**config.mk**
```make
export PLATFORM = sky130hd
export DESIGN_NAME = ifu_fetch_flat
export DESIGN_NICKNAME = d
export VERILOG_FILES = /design/src/rtl/ifu_pkg.sv /design/src/rtl/ifu_fetch_if.sv /design/src/rtl/ifu_inst_buf.sv /design/src/rtl/ifu_fetch.sv /design/src/flat_wrapper.sv
export SDC_FILE = /design/constraint.sdc
export NUM_CORES = 1
export LEC_CHECK = 0
export ABC_AREA = 1
export CAP_MARGIN = 20
export CELL_PAD_IN_SITES_DETAIL_PLACEMENT = 0
export CELL_PAD_IN_SITES_GLOBAL_PLACEMENT = 1
export CORE_ASPECT_RATIO = 2
export CORE_MARGIN = 5
export CORE_UTILIZATION = 28
export DETAILED_ROUTE_END_ITERATION = 7
export GPL_TIMING_DRIVEN = 0
export PLACE_DENSITY_LB_ADDON = 0.3
export RECOVER_POWER = 50
export SKIP_CTS_REPAIR_TIMING = 1
export SLEW_MARGIN = 25
export SYNTH_ARGS = -nofsm -noshare
export SYNTH_HDL_FRONTEND = slang
export SYNTH_SLANG_ARGS = --single-unit
```
**constraint.sdc**
```tcl
create_clock -name clk -period 1.9 [get_ports clk]
set_input_delay 0.285 -clock clk [delete_from_list [all_inputs] [get_ports clk]]
set_output_delay 0.285 -clock clk [all_outputs]
set_load 0.005 [all_outputs]
```
**src/rtl/ifu_pkg.sv**
```systemverilog
// Shared types and constants for the instruction fetch unit.
package ifu_pkg;

  typedef enum logic [1:0] {
    FETCH = 2'd0,
    WAIT  = 2'd1,
    HOLD  = 2'd2,
    DRAIN = 2'd3
  } ifu_state_e;

  localparam logic [31:0] INST_NOP         = 32'h0000_0013;
  localparam logic [63:0] DEFAULT_RESET_PC = 64'h0000_0000_8000_0000;

endpackage

```
**src/rtl/ifu_fetch_if.sv**
```systemverilog
// Fetch-stage signal bundle: imem request/response, decoder output, redirect.
// master = fetch unit, slave = surrounding memory/decoder/execute.
interface ifu_fetch_if #(
  parameter int unsigned XLEN   = 64,
  parameter int unsigned INST_W = 32
);
  logic              imem_req_valid;
  logic              imem_req_ready;
  logic [XLEN-1:0]   imem_req_addr;
  logic              imem_resp_valid;
  logic [INST_W-1:0] imem_resp_data;
  logic              inst_valid;
  logic              inst_ready;
  logic [INST_W-1:0] inst;
  logic [XLEN-1:0]   inst_pc;
  logic              redirect_valid;
  logic [XLEN-1:0]   redirect_pc;
  logic              fetch_misalign;

  modport master (
    output imem_req_valid, imem_req_addr,
    input  imem_req_ready, imem_resp_valid, imem_resp_data,
    output inst_valid, inst, inst_pc, fetch_misalign,
    input  inst_ready,
    input  redirect_valid, redirect_pc
  );

  modport slave (
    input  imem_req_valid, imem_req_addr,
    output imem_req_ready, imem_resp_valid, imem_resp_data,
    input  inst_valid, inst, inst_pc, fetch_misalign,
    output inst_ready,
    output redirect_valid, redirect_pc
  );
endinterface

```
**src/rtl/ifu_inst_buf.sv**
```systemverilog
// Single-entry output register holding the instruction presented to decode.
module ifu_inst_buf #(
  parameter int unsigned XLEN   = 64,
  parameter int unsigned INST_W = 32
) (
  input  logic              clk,
  input  logic              rst,
  input  logic              load,
  input  logic [INST_W-1:0] loadInst,
  input  logic [XLEN-1:0]   loadPc,
  input  logic              loadMisalign,
  input  logic              clear,
  input  logic              instReady,
  output logic [INST_W-1:0] inst,
  output logic [XLEN-1:0]   instPc,
  output logic              instValid,
  output logic              fetchMisalign,
  output logic              consume
);

  assign consume = instValid & instReady;

  // Load a new entry, or drop it when consumed or squashed; payload is kept.
  always_ff @(posedge clk or negedge rst) begin
    if (!rst) begin
      inst          <= '0;
      instPc        <= '0;
      instValid     <= 1'b0;
      fetchMisalign <= 1'b0;
    end else if (load) begin
      inst          <= loadInst;
      instPc        <= loadPc;
      instValid     <= 1'b1;
      fetchMisalign <= loadMisalign;
    end else if (clear || consume) begin
      instValid     <= 1'b0;
      fetchMisalign <= 1'b0;
    end
  end

endmodule

```
**src/rtl/ifu_fetch.sv**
```systemverilog
// Instruction fetch stage: PC register, single-outstanding imem request FSM,
// redirect handling with stale-response squash.
// Optional: IFU_MISALIGN_CHECK_EN turns misaligned PCs into a flagged nop.
module ifu_fetch
  import ifu_pkg::*;
#(
  parameter int unsigned     XLEN     = 64,
  parameter int unsigned     INST_W   = 32,
  parameter logic [XLEN-1:0] RESET_PC = XLEN'(DEFAULT_RESET_PC)
) (
  input  logic        clk,
  input  logic        rst,
  ifu_fetch_if.master bus
);

  ifu_state_e        state;
  logic [XLEN-1:0]   pc;
  logic              misaligned;
  logic              reqFire;
  logic              consume;
  logic              bufLoad;
  logic              bufClear;
  logic [INST_W-1:0] bufInst;
  logic              bufMisalign;

`ifdef IFU_MISALIGN_CHECK_EN
  assign misaligned = (pc[1:0] != 2'b00);
`else
  assign misaligned = 1'b0;
`endif

  assign bus.imem_req_valid = rst & (state == FETCH) & ~misaligned;
  assign bus.imem_req_addr  = pc;
  assign reqFire            = bus.imem_req_valid & bus.imem_req_ready;

  // Decide what the output buffer loads or drops this cycle.
  always_comb begin
    bufLoad     = 1'b0;
    bufClear    = 1'b0;
    bufInst     = bus.imem_resp_data;
    bufMisalign = 1'b0;
    case (state)
      FETCH: if (!bus.redirect_valid && misaligned) begin
        bufLoad     = 1'b1;
        bufInst     = INST_W'(INST_NOP);
        bufMisalign = 1'b1;
      end
      WAIT:  bufLoad  = !bus.redirect_valid && bus.imem_resp_valid;
      HOLD:  bufClear = bus.redirect_valid;
      default: ;
    endcase
  end

  // Fetch FSM and PC; redirect overrides every other event in every state.
  always_ff @(posedge clk or negedge rst) begin
    if (!rst) begin
      state <= FETCH;
      pc    <= RESET_PC;
    end else begin
      case (state)
        FETCH: begin
          if (bus.redirect_valid) begin
            pc <= bus.redirect_pc;
            // a request accepted with the old pc still owes a response
            if (reqFire) state <= DRAIN;
          end else if (misaligned) begin
            state <= HOLD;
          end else if (reqFire) begin
            state <= WAIT;
          end
        end
        WAIT: begin
          if (bus.redirect_valid) begin
            pc    <= bus.redirect_pc;
            state <= bus.imem_resp_valid ? FETCH : DRAIN;
          end else if (bus.imem_resp_valid) begin
            state <= HOLD;
          end
        end
        HOLD: begin
          if (bus.redirect_valid) begin
            pc    <= bus.redirect_pc;
            state <= FETCH;
          end else if (consume) begin
            pc    <= pc + XLEN'(4);
            state <= FETCH;
          end
        end
        DRAIN: begin
          if (bus.redirect_valid) pc <= bus.redirect_pc;
          if (bus.imem_resp_valid) state <= FETCH;
        end
        default: state <= FETCH;
      endcase
    end
  end

  ifu_inst_buf #(
    .XLEN   (XLEN),
    .INST_W (INST_W)
  ) u_buf (
    .clk           (clk),
    .rst           (rst),
    .load          (bufLoad),
    .loadInst      (bufInst),
    .loadPc        (pc),
    .loadMisalign  (bufMisalign),
    .clear         (bufClear),
    .instReady     (bus.inst_ready),
    .inst          (bus.inst),
    .instPc        (bus.inst_pc),
    .instValid     (bus.inst_valid),
    .fetchMisalign (bus.fetch_misalign),
    .consume       (consume)
  );

endmodule

```
**src/flat_wrapper.sv**
```systemverilog
// flat-port wrapper written by rule: the top's interface ports become plain ports
module ifu_fetch_flat import ifu_pkg::*;
#(
  parameter int unsigned     XLEN     = 64,
  parameter int unsigned     INST_W   = 32,
  parameter logic [XLEN-1:0] RESET_PC = XLEN'(DEFAULT_RESET_PC)
)
  (clk, rst, bus_imem_req_valid, bus_imem_req_addr, bus_imem_req_ready, bus_imem_resp_valid, bus_imem_resp_data, bus_inst_valid, bus_inst, bus_inst_pc, bus_fetch_misalign, bus_inst_ready, bus_redirect_valid, bus_redirect_pc);
  ifu_fetch_if #(.XLEN(XLEN), .INST_W(INST_W)) bus_i ();
  input  logic clk;
  input  logic rst;
  output wire logic [$bits(bus_i.imem_req_valid)-1:0] bus_imem_req_valid;
  output wire logic [$bits(bus_i.imem_req_addr)-1:0] bus_imem_req_addr;
  input wire logic [$bits(bus_i.imem_req_ready)-1:0] bus_imem_req_ready;
  input wire logic [$bits(bus_i.imem_resp_valid)-1:0] bus_imem_resp_valid;
  input wire logic [$bits(bus_i.imem_resp_data)-1:0] bus_imem_resp_data;
  output wire logic [$bits(bus_i.inst_valid)-1:0] bus_inst_valid;
  output wire logic [$bits(bus_i.inst)-1:0] bus_inst;
  output wire logic [$bits(bus_i.inst_pc)-1:0] bus_inst_pc;
  output wire logic [$bits(bus_i.fetch_misalign)-1:0] bus_fetch_misalign;
  input wire logic [$bits(bus_i.inst_ready)-1:0] bus_inst_ready;
  input wire logic [$bits(bus_i.redirect_valid)-1:0] bus_redirect_valid;
  input wire logic [$bits(bus_i.redirect_pc)-1:0] bus_redirect_pc;
  assign bus_imem_req_valid = bus_i.imem_req_valid;
  assign bus_imem_req_addr = bus_i.imem_req_addr;
  assign bus_i.imem_req_ready = bus_imem_req_ready;
  assign bus_i.imem_resp_valid = bus_imem_resp_valid;
  assign bus_i.imem_resp_data = bus_imem_resp_data;
  assign bus_inst_valid = bus_i.inst_valid;
  assign bus_inst = bus_i.inst;
  assign bus_inst_pc = bus_i.inst_pc;
  assign bus_fetch_misalign = bus_i.fetch_misalign;
  assign bus_i.inst_ready = bus_inst_ready;
  assign bus_i.redirect_valid = bus_redirect_valid;
  assign bus_i.redirect_pc = bus_redirect_pc;
  ifu_fetch #(.XLEN(XLEN), .INST_W(INST_W), .RESET_PC(RESET_PC)) u_core (.clk(clk), .rst(rst), .bus(bus_i));
endmodule
```
## Yosys cells after proc, flatten, opt, wreduce, memory -nomap -nowiden

Index checks and enable logic that the tools add are counted.

| storage, ports and cells | value |
|---|---|
| input port bits | 102 |
| bits in read-only memories | 0 |
| RAM bits | 0 |
| output and inout port bits | 163 |
| register bits | 164 |
| latch bits | 0 |
| memories | 0 |

| operators by class | value |
|---|---|
| bitwise logic cells | 3 |
| multiplexer cells | 19 |
| reductions and logical operators | 8 |
| multiply operators | 0 |
| order comparisons | 0 |
| eq/ne operators | 8 |
| shifts and indexed selects | 0 |
| add/sub/neg operators | 1 |
| divide/modulo/power cells | 0 |

Operators by type and width:

| kind | count |
|---|---|
| $mux W64 | 3 |
| $pmux W64 S2 | 1 |
| $add A64 B3 Y64 const B | 1 |
| $mux W2 | 9 |
| $pmux W2 S4 | 1 |
| $ne A3 B3 Y1 const B | 2 |
| $mux W1 | 5 |
| $eq A2 B2 Y1 const B | 2 |
| $ne A2 B1 Y1 const B | 2 |
| $reduce_and A4 Y1 | 1 |
| $and A1 B1 Y1 | 3 |
| $reduce_or A3 Y1 | 1 |
| $eq A2 B1 Y1 const B | 1 |
| $logic_not A2 Y1 | 1 |
| $ne A2 B2 Y1 const B | 1 |
| $reduce_and A2 Y1 | 1 |
| $reduce_bool A2 Y1 | 1 |
| $logic_and A1 B1 Y1 | 1 |
| $logic_not A1 Y1 | 1 |
| $logic_or A1 B1 Y1 | 1 |

## Longest topological paths before layout

Gate-level depths: netlist (run 1).

| depth | value |
|---|---|
| word-level depth | 6 |
| mapped depth | 11 |
| mapped depth without buffers | 11 |

## By module

Synthesis (run 1) repeated with hierarchy kept, for this count alone.

| second synthesis, totals | value |
|---|---|
| cell total of the unflattened synthesis | 1,275 |
| area total of the unflattened synthesis | 8,904.8 um^2 |

Modules (own cells, without submodules):

| module | sequential area each (um^2) | area an instance (um^2) | cells an instance | instances |
|---|---|---|---|---|
| ifu_fetch | 1,652.8 | 5,201.2 | 859 | 1 |
| ifu_inst_buf | 2,452.4 | 3,703.6 | 416 | 1 |

## Worst setup path before layout (run 1)

OpenSTA, ideal clock, no wires.

| timing path | value |
|---|---|
| kind | register to register |
| start point | reg u_core.pc[2], in the netlist u_core.bus.imem_req_addr[2] |
| end point | reg u_core.pc[60], in the netlist u_core.bus.imem_req_addr[60] |
| cell stages (with the launch flop) | 11 |
| data arrival time | 1.477 ns |
| setup slack | 0.307 ns |
| path through | dfrtp_1 -> ha_1 -> nand3_2 -> inv_2 -> nand2_2 -> nor2_2 -> nand2_1 -> o21ai_1 -> nand3_1 -> nand2_1 -> nand2_1 |

| between the ends | value |
|---|---|
| longest elaborated chain between the ends | 4 |

RTL lines:

| what | RTL line | source |
|---|---|---|
| from (decl) | ifu_fetch.sv:17 | `logic [XLEN-1:0] pc;` |
| from (signal assigned) | ifu_fetch.sv:63 | `pc <= bus.redirect_pc;` |
| from (signal assigned) | ifu_fetch.sv:74 | `pc <= bus.redirect_pc;` |
| from (signal assigned) | ifu_fetch.sv:82 | `pc <= bus.redirect_pc;` |
| $add A64 B3 Y64 | ifu_fetch.sv:85 | `pc <= pc + XLEN'(4);` |
| $mux W64 | ifu_fetch.sv:84 | `end else if (consume) begin` |
| $mux W64 | ifu_fetch.sv:81 | `if (bus.redirect_valid) begin` |
| $pmux W64 S2 | ifu_fetch.sv:60 | `case (state)` |

No other way between the ends. The select of a mux whose other input is x is not followed.
A chain may end at the register's enable or synchronous reset.

## Worst setup path in the final report (run 1)

| timing path | value |
|---|---|
| start point | reg u_core.pc[31], in the netlist u_core.bus.imem_req_addr[31] |
| end point | reg u_core.pc[62], in the netlist u_core.bus.imem_req_addr[62] |

The elaborated chain is that of the path after synthesis.

==> flow_summary.yaml, run 1 <==
critical_path:
  reg2reg_depth: 9
  rrSetupSlack_ps: 20
  cp.arrival_ps: 2210
  endpoint: "u_core.bus.imem_req_addr[62]"
  worstPathRequired_ps: 2240
  cp-start-kind: "register"
  cp_max_fo: 5
  r2r_end: "u_core.bus.imem_req_addr[62]"
  regToRegStartpoint: "u_core.bus.imem_req_addr[31]"
  endpoint_kind: "register"
  startpoint: "u_core.bus.imem_req_addr[31]"
  criticalPathCategory: "register to register"
floorplan:
  coreArea_mm2: 0.0315
  die-area_mm2: 0.0358
  fp-row-count: 92
  io_pins: 265
  die_w_um: 136
  start_util_pct: 28.3
  fp.dieH_um: 262
placement:
  gp_congestion: 0.927
  place_hpwl_um: 34800
  place_area_mm2: 0.0121
  io_buffers: 262
power_and_ir_drop:
  p_leak_nw: 5.80
  finalPower_mw: 14.5
  powerDensity_mw_per_mm2: 1100
  peakVddDrop_mv: 0.665
run_status:
  status: "complete, no violations"
detailed_routing:
  via_count: 9503
  routed_wl_um: 43100
  ant_nets: 0
  first_pass_iters: 6
  wl_per_cell_um: 22.2
  drt-initial-drc-count: 532
  viasPerCell: 4.89
  drc: 0
flow_run:
  max-cap-violations: 0
sta:
  rsz0062_at_grt: "true"
  period_minus_slack_ps: 1880
  setup_viol: 0
  final_max_slew_viol_count: 0
  fin_worst_skew_ps: 7.80
  tightest_slew_ps: 1140
  fin_crit_sh_pct: 98.8
  relSlewSlack_pct: 23.7
  hold_violations: 0
  max_clock_freq_mhz: 533
grt:
  grt_max_degree: 79
  gr-total-overflow: 0
  grt_pass1_wl_um: 61500
  antenna_found_initial: 5
  grt_pass1_vias: 9758
  grt.total_usage_pct: 23.6
synthesis:
  ys_types: 38
  syn_avg_cell_area_um2: 7.46
  ys_seq_area_share_pct: 45.7
  ys.warnings.count: 0
  ys_ff_latch: 163
  synthFlopType: "dfrtp_1"
  synthCells: 1196
  synth_area_mm2: 0.00892
  async_flop_share_pct: 100
  synth_edf_count: 0
  synth_fp_nets: 1299
clocking:
  clkLatencyLatePin_ps: 440
  cts_tree: "done"
  clkTransAtPathRegs_ps: 70
  clockRootBuffer: "clkbuf_16"
  htreeDepth: 4
  clockBufferDepth: 2
  clkSinkCount: 163
  numCtsBuffers: 17
min_path:
  min_path_type: "primary input to register"
  hold_start: "bus_redirect_valid"
layout:
  syn2layout_area_growth_pct: 48.1
  nets: 1607
  drive_gt1_share_pct: 16.2
  fin_area_mm2: 0.0132
logic make-up (layout without fill, tap and decap cells):
kind of cell	Yosys count	count (layout)	share of synthesized area, %
AO/OA/AOI/OAI	171	171	10.3
XOR/XNOR	6	6	0.589
adder cells (fa/ha/maj)	1	1	0.140
buffers and inverters	165	486	7.43
flip-flops	163	163	45.7
multiplexers	41	41	5.17
other	1	6	0.0420
AND/OR/NAND/NOR	648	648	30.6
report_power, final:
group / internal, mW / switching [mW] / total (mW)
registers: 4.70 / 0.879 / 5.58
clock network: 1.77 / 1.58 / 3.35
logic: 3.08 / 2.53 / 5.61
total: 9.55 / 4.99 / 14.5
metal layers:
metal / vias to the layer above / wire [µm] / GRT usage (%)
li1: 4493 / - / -
met4: 0 / 2890 / 14.7
met1: 4555 / 13800 / 22.3
met5: - / 0 / 0
met3: 117 / 2040 / 3.49
met2: 338 / 24400 / 45.6
layout by cell type (no fill, tap or decap), types with 14 or more instances in the layout:
master	count
clkdlybuf4s50_1	223
o21ai_0	95
dfrtp_2	31
nand2_2	15
buf_4	17
nor2_2	26
clkbuf_16	17
o22ai_1	19
buf_2	14
a21oi_1	23
nor2_4	30
nand4_1	15
nor2_1	153
inv_1	113
nand2_1	315
dfrtp_1	131
clkbuf_2	16
mux2_2	41
dlygate4sd3_1	39
o21ai_1	15
nand3_1	74
final cells by class:
type / instances / area (µm²)
Antenna cell: 5 / 12.5
Buffer: 43 / 224
Clock buffer: 20 / 457
Clock inverter: 12 / 97.6
Fill cell: 3397 / 18300
Inverter: 122 / 460
Multi-Input combinational cell: 868 / 4430
Sequential cell: 163 / 4120
Tap cell: 423 / 529
Timing Repair Buffer: 289 / 2880
metrics by stage:
stage	hold slack (ps)	utilization, %	std cells	TNS (ps)	worst slack, ps
after detailed placement	154	38.5	1883	-24970	-466
after CTS	-327	40.2	1915	-7420	-466
after global routing	277	41.9	1945	-224	-39.7
after global placement	468	38.3	1881	-1137040	-6780
final	278	41.9	1945	0	23.5
after floorplan	-10.6	-	1196	0	307
how the worst min path moves through the flow:
stage,end,cells past startpoint
after floorplan,u_core.bus.imem_req_addr[0],0
after global placement,u_core.u_buf.instPc[35],2
after detailed placement,u_core.u_buf.instPc[44],1
after CTS,u_core.u_buf.instPc[45],1
after global routing,u_core.bus.imem_req_addr[19],3
final,u_core.bus.imem_req_addr[19],3
registers in the layout (all words and copies together) (netlist names):
signal,flops
u_core.state,2
u_core.u_buf.instValid,1
u_core.u_buf.instPc,64
u_core.bus.imem_req_addr,64
u_core.u_buf.inst,32
synth_stat cells, drive strengths merged (2+ instances only):
| library cell | n | area, µm² |
|---|---|---|
| nor3 | 14 | 70.1 |
| o22ai | 19 | 119 |
| mux2 | 41 | 462 |
| xor2 | 6 | 52.6 |
| inv | 120 | 450 |
| o21bai | 3 | 22.5 |
| o211ai | 4 | 30.0 |
| nand2 | 332 | 1270 |
| nand3 | 78 | 413 |
| dfrtp | 162 | 4050 |
| nand4 | 15 | 93.8 |
| clkbuf | 15 | 57.6 |
| nor2 | 209 | 882 |
| clkinv | 2 | 7.51 |
| a31oi | 7 | 43.8 |
| a21oi | 23 | 115 |
| o21ai | 110 | 551 |
| buf | 28 | 148 |
worst max-delay path, cell delays in order (launching register included):
cell	delay, ps
dfstp_2	610
nand2_1	100
nor2_1	180
nand2_1	120
nor2_2	220
nand2_1	160
o21ai_1	150
nand3_1	100
nand2_1	70
nand2_1	50
Power figures use the tool's default switching activity.
==> inputs of run 2 (changes only) <==
Settings changed: CORE_ASPECT_RATIO 2 to 1.5, CORE_MARGIN 5 to 2.
==> run 2 against run 1 <==
Die area decreased by 6.7%. Critical path depth increased by 1. Worst hold slack improved by 7.1 ps. Cell area shrank 0.30%. Non-clock buffer count down 7. Final cell count decreased by 1.3%. Clock skew increased by 0.89 ps. Sequential cell count did not move. Sequential share of layout area grew 0.066 points. First-iteration DRC count rose by 14%. Critical path type unchanged.
==> flow_summary.yaml, run 2 (synthesis results as in run 1) <==
run_status:
  status: "complete, no violations"
clocking:
  cts_tree: "done"
  clkTransAtPathRegs_ps: 70
  numCtsBuffers: 17
  clockBufferDepth: 2
  htreeDepth: 4
  clkSinkCount: 163
  clockRootBuffer: "clkbuf_16"
  clkLatencyLatePin_ps: 460
detailed_routing:
  drt-initial-drc-count: 606
  wl_per_cell_um: 20.6
  ant_nets: 0
  first_pass_iters: 7
  drc: 0
  viasPerCell: 4.82
  routed_wl_um: 39500
  via_count: 9254
critical_path:
  timing.critical_path.max_delay_family: "simple AND/OR/NAND/NOR gates"
  crit_path_cell_trace: "buf_4, nand2_2, nor2_2, nand2_1, nor2_4, nand2_1, o21ai_1, nand3_1, nand2_1, nand2_1"
  crit_slowest_cell: "dfstp_2"
  crit_path_max_incr_delay_ps: 580
  cp.arrival_ps: 2190
  worstPathRequired_ps: 2250
  criticalPathCategory: "register to register"
  critPathMostFrequentCell: "nand2_1"
  path_buf_inv: 1
  cp-start-kind: "register"
  cp_max_fo: 4
  endpoint_kind: "register"
  rrSetupSlack_ps: 60
floorplan:
  fp-row-count: 80
  die-area_mm2: 0.0333
  coreArea_mm2: 0.0316
  fp.dieH_um: 223
  die_w_um: 150
  start_util_pct: 28.2
  io_pins: 265
power_and_ir_drop:
  powerDensity_mw_per_mm2: 1130
  p_leak_nw: 5.77
  peakVddDrop_mv: 0.570
grt:
  grt_pass1_vias: 9526
  gr-total-overflow: 0
  grt.total_usage_pct: 23.6
  antenna_found_initial: 0
  grt_pass1_wl_um: 57300
  grt_max_degree: 60
placement:
  place_hpwl_um: 31600
  io_buffers: 262
  gp_congestion: 0.938
min_path:
  min_path_type: "primary input to register"
sta:
  period_minus_slack_ps: 1840
  fin_hold_ws_ps: 285
  max_clock_freq_mhz: 542
  final_max_slew_viol_count: 0
  rsz0062_at_grt: "true"
  hold_violations: 0
  relSlewSlack_pct: 24.4
  setup_viol: 0
  tightest_slew_ps: 1130
  fin_crit_sh_pct: 97.0
  fin_worst_skew_ps: 8.69
layout:
  utilization_pct: 41.7
  syn2layout_area_growth_pct: 47.6
  nets: 1600
  antennaDiodeCount: 0
  final_common_cell: "nand2_1"
  drive_gt1_share_pct: 16.4
  final_cell_mix: "nand2_1 (304), clkdlybuf4s50_1 (259), nor2_1 (153), dfrtp_1 (134), inv_1 (112)"
flow_run:
  max-cap-violations: 0
[run 2: changes by cell type in the layout (fill, tap and decap cells not counted), moves of 3 or more]
cell / before / now
bufinv_16: 0 / 3
clkdlybuf4s50_1: 223 / 259
dfrtp_2: 31 / 28
diode_2: 5 / 0
buf_2: 14 / 19
dlygate4sd3_1: 39 / 1
nand2_2: 15 / 25
clkbuf_2: 16 / 7
nand2_1: 315 / 304
dfrtp_1: 131 / 134
[run 2: per-layer routing]
layer / part of all wire [%] / global-route usage, % / wire length [µm] / vias to the layer above
met5: 0 / 0 / 0 / -
met4: 3.9 / 10.8 / 1540 / 0
met3: 5.0 / 3.92 / 1970 / 74
met2: 53 / 44.1 / 21000 / 312
met1: 38 / 25.4 / 15000 / 4398
li1: - / - / - / 4470
[run 2: layout make-up]
cell class	instances	area (µm²)
buffer	43	223
timing repair buffer	282	2800
multi-input combinational	868	4460
inverter	122	460
tap	410	513
clock inverter	10	151
sequential	163	4120
clock buffer	21	460
fill	3385	18500
[run 2: final timing paths]
check	start	end	depth (start not counted)
max in group asynchronous	rst	u_core.state[1]	3
max	u_core.bus.imem_req_addr[31]	u_core.bus.imem_req_addr[60]	10
min	bus_redirect_valid	u_core.bus.imem_req_addr[19]	3
min in group asynchronous	rst	u_core.u_buf.instPc[50]	3
max reg2reg	u_core.bus.imem_req_addr[31]	u_core.bus.imem_req_addr[60]	10
min reg2reg	u_core.u_buf.instPc[52]	u_core.u_buf.instPc[52]	2
[run 2: worst reg2reg max path, delay by kind of cell (launching register included)]
kind	cells	cell delay, ps
flip-flops	1	580
AO/OA/AOI/OAI	1	150
AND/OR/NAND/NOR	8	890
buffers and inverters	1	120
[run 2: through the flow]
step	instances	power [mW]	setup TNS [ps]	setup slack, ps	instance area (µm²)
after CTS	1901	14.9	-5640	-442	12700
after floorplan	1196	7.56	0	307	8920
after global placement	1868	11.1	-1115910	-6640	12100
after detailed placement	1870	11.2	-22610	-414	12100
after global routing	1919	15.8	-84.4	-44.6	13200
final	1919	14.9	0	56.4	13200
[run 2: power breakdown]
| part | total (mW) | internal, mW | switching, mW |
|---|---|---|---|
| logic | 5.66 | 3.23 | 2.43 |
| registers | 5.60 | 4.70 | 0.897 |
| clock network | 3.67 | 2.15 | 1.52 |
==> inputs of run 3 (changes only) <==
Settings changed: SLEW_MARGIN 25 to default.
==> run 3 against run 2 <==
The run now ends with hold timing left. Critical path depth fell by 4. Clock skew rose by 4.1 ps. Clock power rose by 2%. Sequential share of layout area barely moved. Fmax fell by 1.2%. Largest cell class unchanged. Largest power group unchanged.
==> flow_summary.yaml, run 3 (synthesis results as in run 1) <==
run_status:
  status: "finished, violations left"
  violations: "hold timing"
critical_path:
  path_buf_inv: 2
  reg2reg_depth: 6
  cp_max_fo: 10
  endpoint_kind: "register"
  crit_path_cell_trace: "inv_2, nor2_2, nand2_4, clkbuf_1, o21ai_0, a21oi_1"
  cp.arrival_ps: 2240
  crit_path_max_incr_delay_ps: 650
  timing.critical_path.max_delay_family: "buffers and inverters"
  crit_slowest_cell: "clkbuf_1"
  criticalPathCategory: "register to register"
  worstPathRequired_ps: 2270
  regToRegStartpoint: "u_core.state[1]"
  rrSetupSlack_ps: 30
  cp-start-kind: "register"
  r2r_end: "u_core.bus.imem_req_addr[26]"
power_and_ir_drop:
  peakVddDrop_mv: 0.555
  p_leak_nw: 5.76
  powerDensity_mw_per_mm2: 1140
sta:
  fin_crit_sh_pct: 98.2
  setup_viol: 0
  layout_setup_ws_ps: 34.6
  fin_worst_skew_ps: 12.7
  final_max_slew_viol_count: 0
  period_minus_slack_ps: 1870
  fin_hold_ws_ps: -204
  tightest_slew_ps: 1460
  relSlewSlack_pct: 3.00
  rsz0062_at_grt: "true"
  max_clock_freq_mhz: 536
  hold_violations: 54
layout:
  final_cell_mix: "nand2_1 (307), clkdlybuf4s50_1 (258), nor2_1 (154), dfrtp_1 (134), inv_1 (112)"
  fin_area_mm2: 0.0132
  drive_gt1_share_pct: 16.2
  instances_no_fill: 1917
  antennaDiodeCount: 0
  final_common_cell: "nand2_1"
  syn2layout_area_growth_pct: 47.5
  nets: 1597
clocking:
  clkLatencyLatePin_ps: 460
  cts_tree: "done"
  clkTransAtPathRegs_ps: 70
  htreeDepth: 4
  numCtsBuffers: 17
  clockBufferDepth: 2
  clkSinkCount: 163
  clockRootBuffer: "clkbuf_16"
grt:
  gr-total-overflow: 0
  grt_max_degree: 110
  grt_pass1_vias: 9439
  grt_pass1_wl_um: 57200
  grt.total_usage_pct: 23.5
  antenna_found_initial: 0
floorplan:
  die-area_mm2: 0.0333
  coreArea_mm2: 0.0316
  fp.dieH_um: 223
  io_pins: 265
  start_util_pct: 28.2
  fp-row-count: 80
  die_w_um: 150
detailed_routing:
  ant_nets: 0
  drt-initial-drc-count: 486
  drc: 0
  via_count: 9304
  routed_wl_um: 39500
  viasPerCell: 4.85
  wl_per_cell_um: 20.6
  first_pass_iters: 5
min_path:
  min_path_type: "primary input to asynchronous set/reset pin"
placement:
  io_buffers: 262
  place_area_mm2: 0.0121
  place_ws_ps: -403
  gp_congestion: 0.938
  place_hpwl_um: 31300
  dpl.cell_count: 1869
flow_run:
  max-cap-violations: 0
==> run 3: cell types whose count changed in the layout (fill, tap and decap cells not counted), sizes merged <==
cell / previous run / this run
buf: 43 / 37
clkbuf: 41 / 43
clkdlybuf4s50: 259 / 258
inv: 121 / 124
==> run 3: area by class of cell <==
cell class / instances / area (µm²)
multi-input combinational: 868 / 4450
inverter: 122 / 460
timing repair buffer: 279 / 2780
clock inverter: 13 / 170
clock buffer: 19 / 453
tap: 410 / 513
buffer: 43 / 221
sequential: 163 / 4120
fill: 3392 / 18500
==> run 3: routing by layer <==
layer | vias up | part of all wire [%] | routed length, µm | track usage, %
li1 | 4471 | - | - | -
met5 | - | 0 | 0 | 0
met4 | 0 | 3.9 | 1550 | 10.0
met2 | 329 | 53 | 21100 | 44.3
met3 | 77 | 5.2 | 2050 | 3.45
met1 | 4427 | 37 | 14800 | 25.6
==> run 3: how the worst max path moves through the flow <==
| stage | from | end | slack [ps] | depth (start not counted) |
|---|---|---|---|---|
| finish | u_core.state[1] | u_core.bus.imem_req_addr[26] | 30 | 6 |
| global route | u_core.state[1] | u_core.bus.imem_req_addr[26] | -10 | 6 |
| CTS | u_core.bus.imem_req_addr[2] | u_core.bus.imem_req_addr[26] | -430 | 9 |
| detailed placement | u_core.bus.imem_req_addr[2] | u_core.bus.imem_req_addr[26] | -400 | 9 |
| global placement | rst | u_core.u_buf.inst[5] | -6640 | 1 |
| floorplan | u_core.bus.imem_req_addr[2] | u_core.bus.imem_req_addr[60] | 310 | 10 |
==> run 3: per-stage QoR <==
step           power (mW)  setup TNS (ps)  hold slack [ps]  utilization (%)
2_1_floorplan        7.56               0            -10.6                -
3_3_place_gp         11.1        -1115910              468             38.1
3_5_place_dp         11.2          -23870              231             38.2
4_1_cts              15.0           -5210             -263             40.2
5_1_grt              15.9           -50.2             -175             41.6
6_report             15.0               0             -204             41.6
==> run 3: power by group <==
| group | switching (mW) | internal (mW) | leakage, nW |
|---|---|---|---|
| sequential | 0.898 | 4.70 | 1.91 |
| clock | 1.57 | 2.16 | 0.302 |
| combinational | 2.41 | 3.21 | 3.55 |
